<file path="src/rtl/router_port_vc_tx.sv">
// ---------------------------------------------------------------------------
// router_port_vc_tx
//
// Transmit side of one router output port.  Several virtual channels (VCs)
// compete for a single physical link.  Each VC owns a credit counter that
// mirrors the free buffer space of the downstream receiver for that VC, so a
// flit is only sent when the receiver is known to have room for it.
//
// A round-robin arbiter picks one eligible VC per cycle.  With PACKET_LOCK=1
// the winner keeps the link from its first flit up to and including its tail
// flit, so packets never interleave on the wire.  With PACKET_LOCK=0 every
// flit is arbitrated on its own.
//
// Parameters
//   FLIT_WIDTH  link flit width in bits
//   NUM_VC      number of virtual channels (1..8)
//   CREDITS     receiver buffer depth per VC (1..15)
//   PACKET_LOCK 1 = hold the grant until the tail flit, 0 = per-flit arbitration
//
// Ports
//   clock       single clock for all logic
//   reset       asynchronous active-high reset
//   src_valid   per-VC flit present
//   src_data    per-VC flit, slice v belongs to VC v
//   src_last    per-VC tail marker
//   src_ready   per-VC accept (combinational, one-hot or zero)
//   tx          link flit valid, one cycle per flit
//   vc_o        VC id of the link flit
//   data_o      link flit
//   credit_i    per-VC credit return pulse
//   credit_cnt  per-VC credit counters, 4 bits each, for observation
//   err_o       sticky credit overflow flag
// ---------------------------------------------------------------------------
module router_port_vc_tx #(
   parameter int FLIT_WIDTH  = 16,
   parameter int NUM_VC      = 2,
   parameter int CREDITS     = 4,
   parameter int PACKET_LOCK = 1,
   localparam int VC_W       = (NUM_VC > 1) ? $clog2(NUM_VC) : 1
) (
   input  logic                         clock,
   input  logic                         reset,
   input  logic [NUM_VC-1:0]            src_valid,
   input  logic [NUM_VC*FLIT_WIDTH-1:0] src_data,
   input  logic [NUM_VC-1:0]            src_last,
   output logic [NUM_VC-1:0]            src_ready,
   output logic                         tx,
   output logic [VC_W-1:0]              vc_o,
   output logic [FLIT_WIDTH-1:0]        data_o,
   input  logic [NUM_VC-1:0]            credit_i,
   output logic [NUM_VC*4-1:0]          credit_cnt,
   output logic                         err_o
);

   localparam logic [3:0] CNT_MAX = 4'(CREDITS);

   typedef enum logic {
      LINK_FREE,
      LINK_LOCKED
   } lock_state_t;

   lock_state_t           lock_state;
   logic [VC_W-1:0]       lock_vc;
   logic [VC_W-1:0]       last_grant;
   logic [3:0]            cnt [NUM_VC];

   logic [NUM_VC-1:0]     eligible;
   logic [NUM_VC-1:0]     take_vc;
   logic                  grant_found;
   logic [VC_W-1:0]       grant_vc;
   int                    best_dist;
   logic                  transfer;
   logic [FLIT_WIDTH-1:0] sel_data;
   logic                  sel_last;

   // A VC may compete when it has a flit, the receiver has room for it, and
   // the link is either free or already locked to this very VC.  While a
   // packet holds the link every other VC is masked out, which is what turns
   // a starved locked VC into a link stall instead of letting others through.
   always_comb begin
      eligible = '0;
      for (int v = 0; v < NUM_VC; v++) begin
         eligible[v] = src_valid[v] && (cnt[v] != 4'd0) &&
                       ((lock_state == LINK_FREE) || (lock_vc == VC_W'(v)));
      end
   end

   // Round-robin pick.  Each VC is given a distance from the slot just after
   // the previous winner (0 for last_grant+1, NUM_VC-1 for last_grant itself)
   // and the eligible VC with the smallest distance wins.  Working with
   // distances keeps every array index a plain loop constant and behaves the
   // same for VC counts that are not a power of two.
   always_comb begin
      grant_found = 1'b0;
      grant_vc    = '0;
      best_dist   = NUM_VC;
      for (int v = 0; v < NUM_VC; v++) begin
         if (eligible[v] &&
             (((v + NUM_VC - 1 - int'(last_grant)) % NUM_VC) < best_dist)) begin
            best_dist   = (v + NUM_VC - 1 - int'(last_grant)) % NUM_VC;
            grant_found = 1'b1;
            grant_vc    = VC_W'(v);
         end
      end
   end

   // The accept strobe goes only to the winner.  It is held low during reset
   // so an upstream source never believes a flit was taken while the port is
   // being cleared and no flit can be launched.
   always_comb begin
      src_ready = '0;
      for (int v = 0; v < NUM_VC; v++) begin
         src_ready[v] = grant_found && !reset && (grant_vc == VC_W'(v));
      end
   end

   assign take_vc  = src_valid & src_ready;
   assign transfer = |take_vc;

   // Steer the winning VC's flit and tail marker onto shared wires so the
   // registered link stage and the lock logic see a single source.
   always_comb begin
      sel_data = '0;
      sel_last = 1'b0;
      for (int v = 0; v < NUM_VC; v++) begin
         if (grant_vc == VC_W'(v)) begin
            sel_data = src_data[v*FLIT_WIDTH +: FLIT_WIDTH];
            sel_last = src_last[v];
         end
      end
   end

   // Credit bookkeeping.  A flit sent consumes one credit, a returned credit
   // gives one back, and both in the same cycle cancel out.  A counter can
   // never underflow because a VC at zero is not eligible.  A credit arriving
   // at a full counter means the receiver returned more than was ever sent;
   // the counter stays pinned at CREDITS and the sticky error flag records it.
   // Credits are accepted no matter what the arbiter or lock is doing.
   always_ff @(posedge clock or posedge reset) begin
      if (reset) begin
         for (int v = 0; v < NUM_VC; v++) begin
            cnt[v] <= CNT_MAX;
         end
         err_o <= 1'b0;
      end else begin
         for (int v = 0; v < NUM_VC; v++) begin
            if (take_vc[v] && !credit_i[v]) begin
               cnt[v] <= cnt[v] - 4'd1;
            end else if (!take_vc[v] && credit_i[v]) begin
               if (cnt[v] == CNT_MAX) begin
                  err_o <= 1'b1;
               end else begin
                  cnt[v] <= cnt[v] + 4'd1;
               end
            end
         end
      end
   end

   // Link stage and packet lock.  Every accepted flit appears on the link
   // exactly one clock later; idle cycles drop tx but leave vc_o/data_o
   // alone.  The winner becomes the new round-robin reference.  When packet
   // locking is enabled, a non-tail flit pins the link to its VC and the
   // tail flit frees it on the same edge, so the next cycle is arbitrated
   // normally.  Reset abandons any packet in flight and points last_grant at
   // the highest VC so that VC0 is first in line afterwards.
   always_ff @(posedge clock or posedge reset) begin
      if (reset) begin
         lock_state <= LINK_FREE;
         lock_vc    <= '0;
         last_grant <= VC_W'(NUM_VC - 1);
         tx         <= 1'b0;
         vc_o       <= '0;
         data_o     <= '0;
      end else begin
         tx <= transfer;
         if (transfer) begin
            vc_o       <= grant_vc;
            data_o     <= sel_data;
            last_grant <= grant_vc;
            if (PACKET_LOCK != 0) begin
               case (lock_state)
                  LINK_FREE: begin
                     if (!sel_last) begin
                        lock_state <= LINK_LOCKED;
                        lock_vc    <= grant_vc;
                     end
                  end
                  LINK_LOCKED: begin
                     if (sel_last) begin
                        lock_state <= LINK_FREE;
                     end
                  end
                  default: lock_state <= LINK_FREE;
               endcase
            end
         end
      end
   end

   // Flatten the counters onto the observation port, VC v in nibble v.
   always_comb begin
      credit_cnt = '0;
      for (int v = 0; v < NUM_VC; v++) begin
         credit_cnt[v*4 +: 4] = cnt[v];
      end
   end

endmodule

</file>
<file path="config.mk">
export PLATFORM = sky130hd
export DESIGN_NAME = router_port_vc_tx
export DESIGN_NICKNAME = d
export VERILOG_FILES = /design/src/rtl/router_port_vc_tx.sv
export SDC_FILE = /design/constraint.sdc
export NUM_CORES = 1
export LEC_CHECK = 0
export CAP_MARGIN = 20
export CORE_ASPECT_RATIO = 0.6
export CORE_MARGIN = 3
export CORE_UTILIZATION = 40
export DETAILED_ROUTE_END_ITERATION = 6
export PLACE_DENSITY = 0.86
export SKIP_LAST_GASP = 1
export SYNTH_ARGS = -nofsm -noshare
export SYNTH_HDL_FRONTEND = slang
export SYNTH_SLANG_ARGS = --single-unit
export TNS_END_PERCENT = 30
</file>
<file path="constraint.sdc">
create_clock -name clock -period 8.7 [get_ports clock]
set_clock_uncertainty 0.2 [all_clocks]
set_input_delay 1.74 -clock clock [delete_from_list [all_inputs] [get_ports clock]]
set_output_delay 1.74 -clock clock [all_outputs]
set_load 0.005 [all_outputs]
</file>
==> results.sh, run 1 <==
export IMPL_outcome="finished clean"
export IMPL_r2r_end="credit_cnt[7]"
export IMPL_drt_wl_total_um=4987
export IMPL_grt_start_max_net_pins=26
export IMPL_ys_ff_latch=30
export IMPL_syn_area_mm2=0.001809
export IMPL_cp_required_ns=6.76
export IMPL_layout_setup_ws_ns=2.916
export IMPL_num_rows=18
export IMPL_drv_cap=0
export IMPL_post_drt_wl_per_cell_um=15.73
export IMPL_cts_root_buf="clkbuf_8"
export IMPL_worstPathMaxFanout=18
export IMPL_cpMaxStageDelayCell="or3_1"
export IMPL_worstHoldStart="err_o"
export IMPL_numCtsBuffers=5
export IMPL_crit_chain="clkdlybuf4s50_1 -> a21bo_2 -> or3_1 -> nand2_1 -> nor2_1 -> clkdlybuf4s50_1"
export IMPL_final_net_count=307
export IMPL_cts_setup_buffers=0
export IMPL_fmax_ghz=0.1729
export IMPL_grt_pass1_vias=1702
export IMPL_core_area_mm2=0.004234
export IMPL_die_x_um=92.83
export IMPL_finalHoldWorstSlack_ns=0.2818
export IMPL_setup_viol=0
export IMPL_top_usage_layer="met2"
export IMPL_r2r_start="credit_cnt[1]"
export IMPL_vias=1754
export IMPL_clk_pin_slew_ns=0.06
export IMPL_ctsHoldBuffers=0
export IMPL_slew_headroom=0.3317
export IMPL_clk_latency_ns=0.27
export IMPL_drt_iter0_markers=142
export IMPL_chipHeight_um=58.10
export IMPL_start_util=0.4273
export IMPL_whs_path_depth=1
export IMPL_yosys_area_top_type_share=0.3734
export IMPL_start_kind="input port"
export IMPL_cpMostUsedCell="clkdlybuf4s50_1"
export IMPL_synth_cells=191
export IMPL_use_met3=0.05707
export IMPL_end_kind="output port"
export IMPL_r2r_setup_slack_ns=5.14
export IMPL_yosysTopAreaCell="dfrtp_1"
export IMPL_place_ws_ns=2.940
export IMPL_drtAntennaViolNets=0
export IMPL_viasPerCell=5.533
export IMPL_ios=69
export IMPL_synthTopCellsByArea="dfrtp_1 37%, o21ai_0 6.6%, a31oi_1 5.5%"
export IMPL_portBuffers=68
export IMPL_grt_total_usage=0.1876
export IMPL_antenna_found_initial=0
export IMPL_synth_edf_count=0
export IMPL_ys_flop_type="dfrtp_1"
export IMPL_met2_usage=0.2805
export IMPL_fin_crit_ns=5.784
export IMPL_final_common_cell="clkdlybuf4s50_1"
export IMPL_max_stage_delay_ns=0.60
export IMPL_power_density_mw_per_mm2=303.6
export IMPL_critPathKind="input port to output port"
export IMPL_async_flop_share=1.000
export IMPL_yosys_warnings=0
export IMPL_finalCritPeriodShare=0.6648
export IMPL_crit_arrival_ns=3.84
export IMPL_layout_drive_gt1_share=0.08949
export IMPL_ys_seq_area_frac=0.4170
export IMPL_drc=0
export IMPL_power_mw=0.7896
export IMPL_hold_viol=0
export IMPL_final_cell_mix="68 x clkdlybuf4s50_1, 27 x dfrtp_1, 24 x o21ai_0, 17 x nand3_1, 17 x a21oi_1"
export IMPL_area_delta_synth_final_pct=43.78
export IMPL_hold_end="err_o"
export IMPL_syn_num_nets=241
export IMPL_worst_slew_pin_slew_ns=0.9970
export IMPL_final_core_util=0.6144
export IMPL_grt_setup_unrepaired="false"
export IMPL_num_fill_cells=373
export IMPL_cts_path_max_buffers=2
export IMPL_synthDistinctLibCells=43
export IMPL_power_leakage_nw=1.075
export IMPL_grt_remaining_overflow=0
export IMPL_die_area_mm2=0.005393
export IMPL_slew_violations=0
export IMPL_cts_repair_resized=0
export IMPL_r2r_cells=10
export IMPL_setup_tns_ns=0
export IMPL_cts_tree="built"
export IMPL_ir_drop_uv=161.8
export IMPL_grt_pass1_wl_um=8038
export IMPL_dp_hpwl_um=3715
export IMPL_drt_first_pass_iters=4
export IMPL_syn_avg_cell_area_um2=9.472
export IMPL_cts_htree_levels=2
export IMPL_diodes=0
export IMPL_grt_use_met1=0.2732
export IMPL_worstHoldPathType="flip-flop to flip-flop"
export IMPL_clock_sinks=30
export IMPL_gp_congestion=0.7746
==> stage by stage <==
stage | instance area, um^2 | instances
after CTS | 2601 | 317
after detailed placement | 2515 | 310
final | 2601 | 317
after floorplan | 1809 | 191
after global routing | 2601 | 317
after global placement | 2515 | 310
==> worst max path at each step <==
stage | endpoint | slack [ns] | cells after the start | startpoint
3_3_place_gp | src_ready[1] | 3.00 | 6 | src_valid[0]
3_5_place_dp | src_ready[1] | 2.94 | 6 | src_valid[0]
5_1_grt | src_ready[1] | 2.84 | 6 | src_valid[0]
6_report | src_ready[1] | 2.92 | 6 | src_valid[0]
2_1_floorplan | src_ready[1] | 4.01 | 6 | src_valid[0]
4_1_cts | src_ready[1] | 2.93 | 6 | src_valid[0]
==> cell usage after synthesis, drive strengths merged, types with 2 or more instances <==
library cell / count
ha: 8
nand2: 6
xor2: 2
nor2: 7
a21oi: 18
o21ai: 25
clkbuf: 5
a21boi: 2
dfstp: 3
nand3: 17
nor3: 5
a21o: 3
buf: 6
or3: 2
nor4: 2
inv: 14
or2: 3
dfrtp: 27
fa: 2
a31oi: 16
and3: 2
==> critical path: cells and delay by family <==
family / cells / cell delay [ns]
buf+inv: 2 / 0.94
simple gates: 3 / 0.89
compound gates: 1 / 0.28
==> metal layers <==
metal / share of wire / routed length [um] / vias up
met1: 0.48 / 2381 / 833
li1: - / - / 837
met2: 0.43 / 2122 / 84
met3: 0.097 / 484 / 0
met5: 0 / 0 / -
met4: 0 / 0 / 0
==> where the power goes <==
part	leakage [nW]	switching (mW)	total (mW)	internal, mW
sequential	0.340	0.0656	0.277	0.211
combinational	0.690	0.184	0.400	0.216
clock	0.0443	0.0500	0.113	0.0627
==> state kept, by name, summed over array words and instances (netlist names) <==
register	cells
credit_cnt	8
data_o	16
err_o	1
last_grant	1
lock_state	1
lock_vc	1
tx	1
vc_o	1
==> area by class of cell <==
cell class	instances	area, um^2	share of cell area
clock buffers	7	86.33	0.03319
inverters	14	52.55	0.02020
multi-input cells	136	937.1	0.3603
flip-flops and latches	30	754.5	0.2900
well taps	60	75.07	0.02886
repair buffers	70	695.7	0.2674
==> logic make-up (layout without fill, tap and decap cells) <==
logic type                 count (synthesis)  in the layout  share of synthesized area
AOI/OAI and AO/OA                         75             75                     0.2649
and+or+nand+nor                           46             46                     0.1494
DFF                                       30             30                     0.4170
buffers and inverters                     25             91                    0.06500
adders and majority gates                 10             10                    0.07746
xor gates and xnor gates                   3              3                    0.01453
muxes                                      2              2                    0.01176
Power figures use the tool's default switching activity.
==> inputs of run 2 (changes only) <==
--- a/config.mk
+++ b/config.mk
@@ -10,7 +10,7 @@
 export CORE_MARGIN = 3
 export CORE_UTILIZATION = 40
 export DETAILED_ROUTE_END_ITERATION = 6
-export PLACE_DENSITY = 0.86
+export PLACE_DENSITY = 0.89
 export SKIP_LAST_GASP = 1
 export SYNTH_ARGS = -nofsm -noshare
 export SYNTH_HDL_FRONTEND = slang
==> constraint.sdc (replaced) <==
create_clock -name clock -period 5 [get_ports clock]
set_clock_uncertainty 0.2 [all_clocks]
set_input_delay 1 -clock clock [delete_from_list [all_inputs] [get_ports clock]]
set_output_delay 1 -clock clock [all_outputs]
set_load 0.005 [all_outputs]
==> run 2 against run 1 <==
  * Clock power increased by 79%
  * First-iteration DRC count decreased by 15%
  * Sequential share of layout area decreased by 0.056 points
  * Critical endpoint unchanged
==> results.sh, run 2 (synthesis gave the netlist of run 1 again) <==
export IMPL_r2r_cells=10
export IMPL_die_area_mm2=0.005393
export IMPL_clk_latency_ns=0.28
export IMPL_cts_tree="built"
export IMPL_clock_sinks=30
export IMPL_setup_tns_ns=0
export IMPL_gp_congestion=0.7893
export IMPL_antenna_found_initial=0
export IMPL_num_rows=18
export IMPL_drc=0
export IMPL_critPathKind="input port to output port"
export IMPL_fin_crit_ns=4.285
export IMPL_finalCritPeriodShare=0.8571
export IMPL_slew_violations=0
export IMPL_area_delta_synth_final_pct=44.05
export IMPL_cts_repair_resized=0
export IMPL_drt_wl_total_um=5039
export IMPL_dp_hpwl_um=3663
export IMPL_placed_area_mm2=0.002515
export IMPL_slew_headroom=0.3503
export IMPL_end_kind="output port"
export IMPL_final_common_cell="clkdlybuf4s50_1"
export IMPL_cts_setup_buffers=0
export IMPL_ios=69
export IMPL_post_drt_wl_per_cell_um=15.85
export IMPL_grt_total_usage=0.1878
export IMPL_fmax_ghz=0.2334
export IMPL_diodes=0
export IMPL_cts_path_max_buffers=2
export IMPL_ir_drop_uv=267.8
export IMPL_grt_setup_unrepaired="false"
export IMPL_core_area_mm2=0.004234
export IMPL_grt_pass1_wl_um=8038
export IMPL_worstHoldPathType="flip-flop to flip-flop"
export IMPL_ctsHoldBuffers=0
export IMPL_cts_htree_levels=2
export IMPL_drtAntennaViolNets=0
export IMPL_drt_iter0_markers=120
export IMPL_final_cell_mix="68 x clkdlybuf4s50_1, 27 x dfrtp_1, 24 x o21ai_0, 17 x nand3_1, 17 x a21oi_1"
export IMPL_crit_chain="clkdlybuf4s50_1 -> a21bo_2 -> or3_1 -> nand2_1 -> nor2_1 -> clkdlybuf4s50_1"
export IMPL_setup_viol=0
export IMPL_cpMaxStageDelayCell="or3_1"
export IMPL_largest_register_ffs=16
export IMPL_fin_area_mm2=0.002606
export IMPL_clk_pin_slew_ns=0.07
export IMPL_final_core_util=0.6155
export IMPL_max_stage_delay_ns=0.62
export IMPL_viasPerCell=5.494
export IMPL_grt_pass1_vias=1636
export IMPL_drv_cap=0
export IMPL_layout_drive_gt1_share=0.09302
export IMPL_power_density_mw_per_mm2=534.3
export IMPL_grt_remaining_overflow=0
export IMPL_worstPathMaxFanout=18
export IMPL_outcome="finished clean"
export IMPL_start_kind="input port"
export IMPL_numCtsBuffers=5
export IMPL_power_leakage_nw=1.079
export IMPL_worst_slew_pin_slew_ns=0.9693
export IMPL_final_net_count=307
export IMPL_hold_viol=0
export IMPL_portBuffers=68
export IMPL_crit_arrival_ns=3.09
export IMPL_cp_required_ns=3.80
export IMPL_chipHeight_um=58.10
export IMPL_cts_root_buf="clkbuf_8"
export IMPL_vias=1747
export IMPL_drt_first_pass_iters=4
export IMPL_cpMostUsedCell="clkdlybuf4s50_1"
export IMPL_largest_register="data_o"
export IMPL_die_x_um=92.83
export IMPL_start_util=0.4273
export IMPL_grt_start_max_net_pins=34
export IMPL_whs_path_depth=1
## run 2: cell count changes in the layout (fill, tap and decap cells not counted), sizes merged
cell and change:
clkinv +1
## run 2: per-layer routing
layer	GRT usage	vias to the layer above	part of all wire	wire, um
met5	0	-	0	0
met4	0.04384	0	0	0
met3	0.05966	0	0.089	450
met2	0.2682	83	0.42	2137
met1	0.2771	832	0.49	2451
li1	-	832	-	-
## run 2: report_power, final
group          leakage, nW  internal, mW  total, mW  switching, mW
sequential           0.340         0.367      0.488          0.121
clock               0.0482         0.111      0.202         0.0915
combinational        0.690         0.376      0.702          0.325
## run 2: cell type report
| type | instances | area, um^2 |
|---|---|---|
| Inverter | 14 | 52.55 |
| Tap cell | 60 | 75.07 |
| Multi-Input combinational cell | 136 | 937.1 |
| Clock inverter | 1 | 5.005 |
| Sequential cell | 30 | 754.5 |
| Fill cell | 372 | 1628 |
| Timing Repair Buffer | 70 | 695.7 |
| Clock buffer | 7 | 86.33 |
## run 2: final timing paths
path,end,start,slack [ns]
worst max-delay path,src_ready[1],src_valid[0],0.71
max in group asynchronous,credit_cnt[2],reset,2.66
min in group asynchronous,data_o[9],reset,1.12
worst min-delay path,err_o,err_o,0.29
worst min register to register,err_o,err_o,0.29
worst max register to register,credit_cnt[7],credit_cnt[1],1.45
## run 2: through the flow
step / std cells / power [mW] / worst slack (ns) / hold WS, ns
5_1_grt: 318 / 1.496 / 0.6408 / 0.3227
2_1_floorplan: 191 / 0.8510 / 1.449 / 0.2723
3_5_place_dp: 310 / 1.187 / 0.7333 / 0.2710
3_3_place_gp: 310 / 1.160 / 0.7695 / 0.2713
4_1_cts: 318 / 1.394 / 0.7347 / 0.2915
6_report: 318 / 1.392 / 0.7147 / 0.2930
## run 2: critical path: cells and delay by family
family / cells / cell delay [ns]
AO/OA/AOI/OAI: 1 / 0.26
buffers and inverters: 2 / 0.91
AND/OR/NAND/NOR: 3 / 0.91
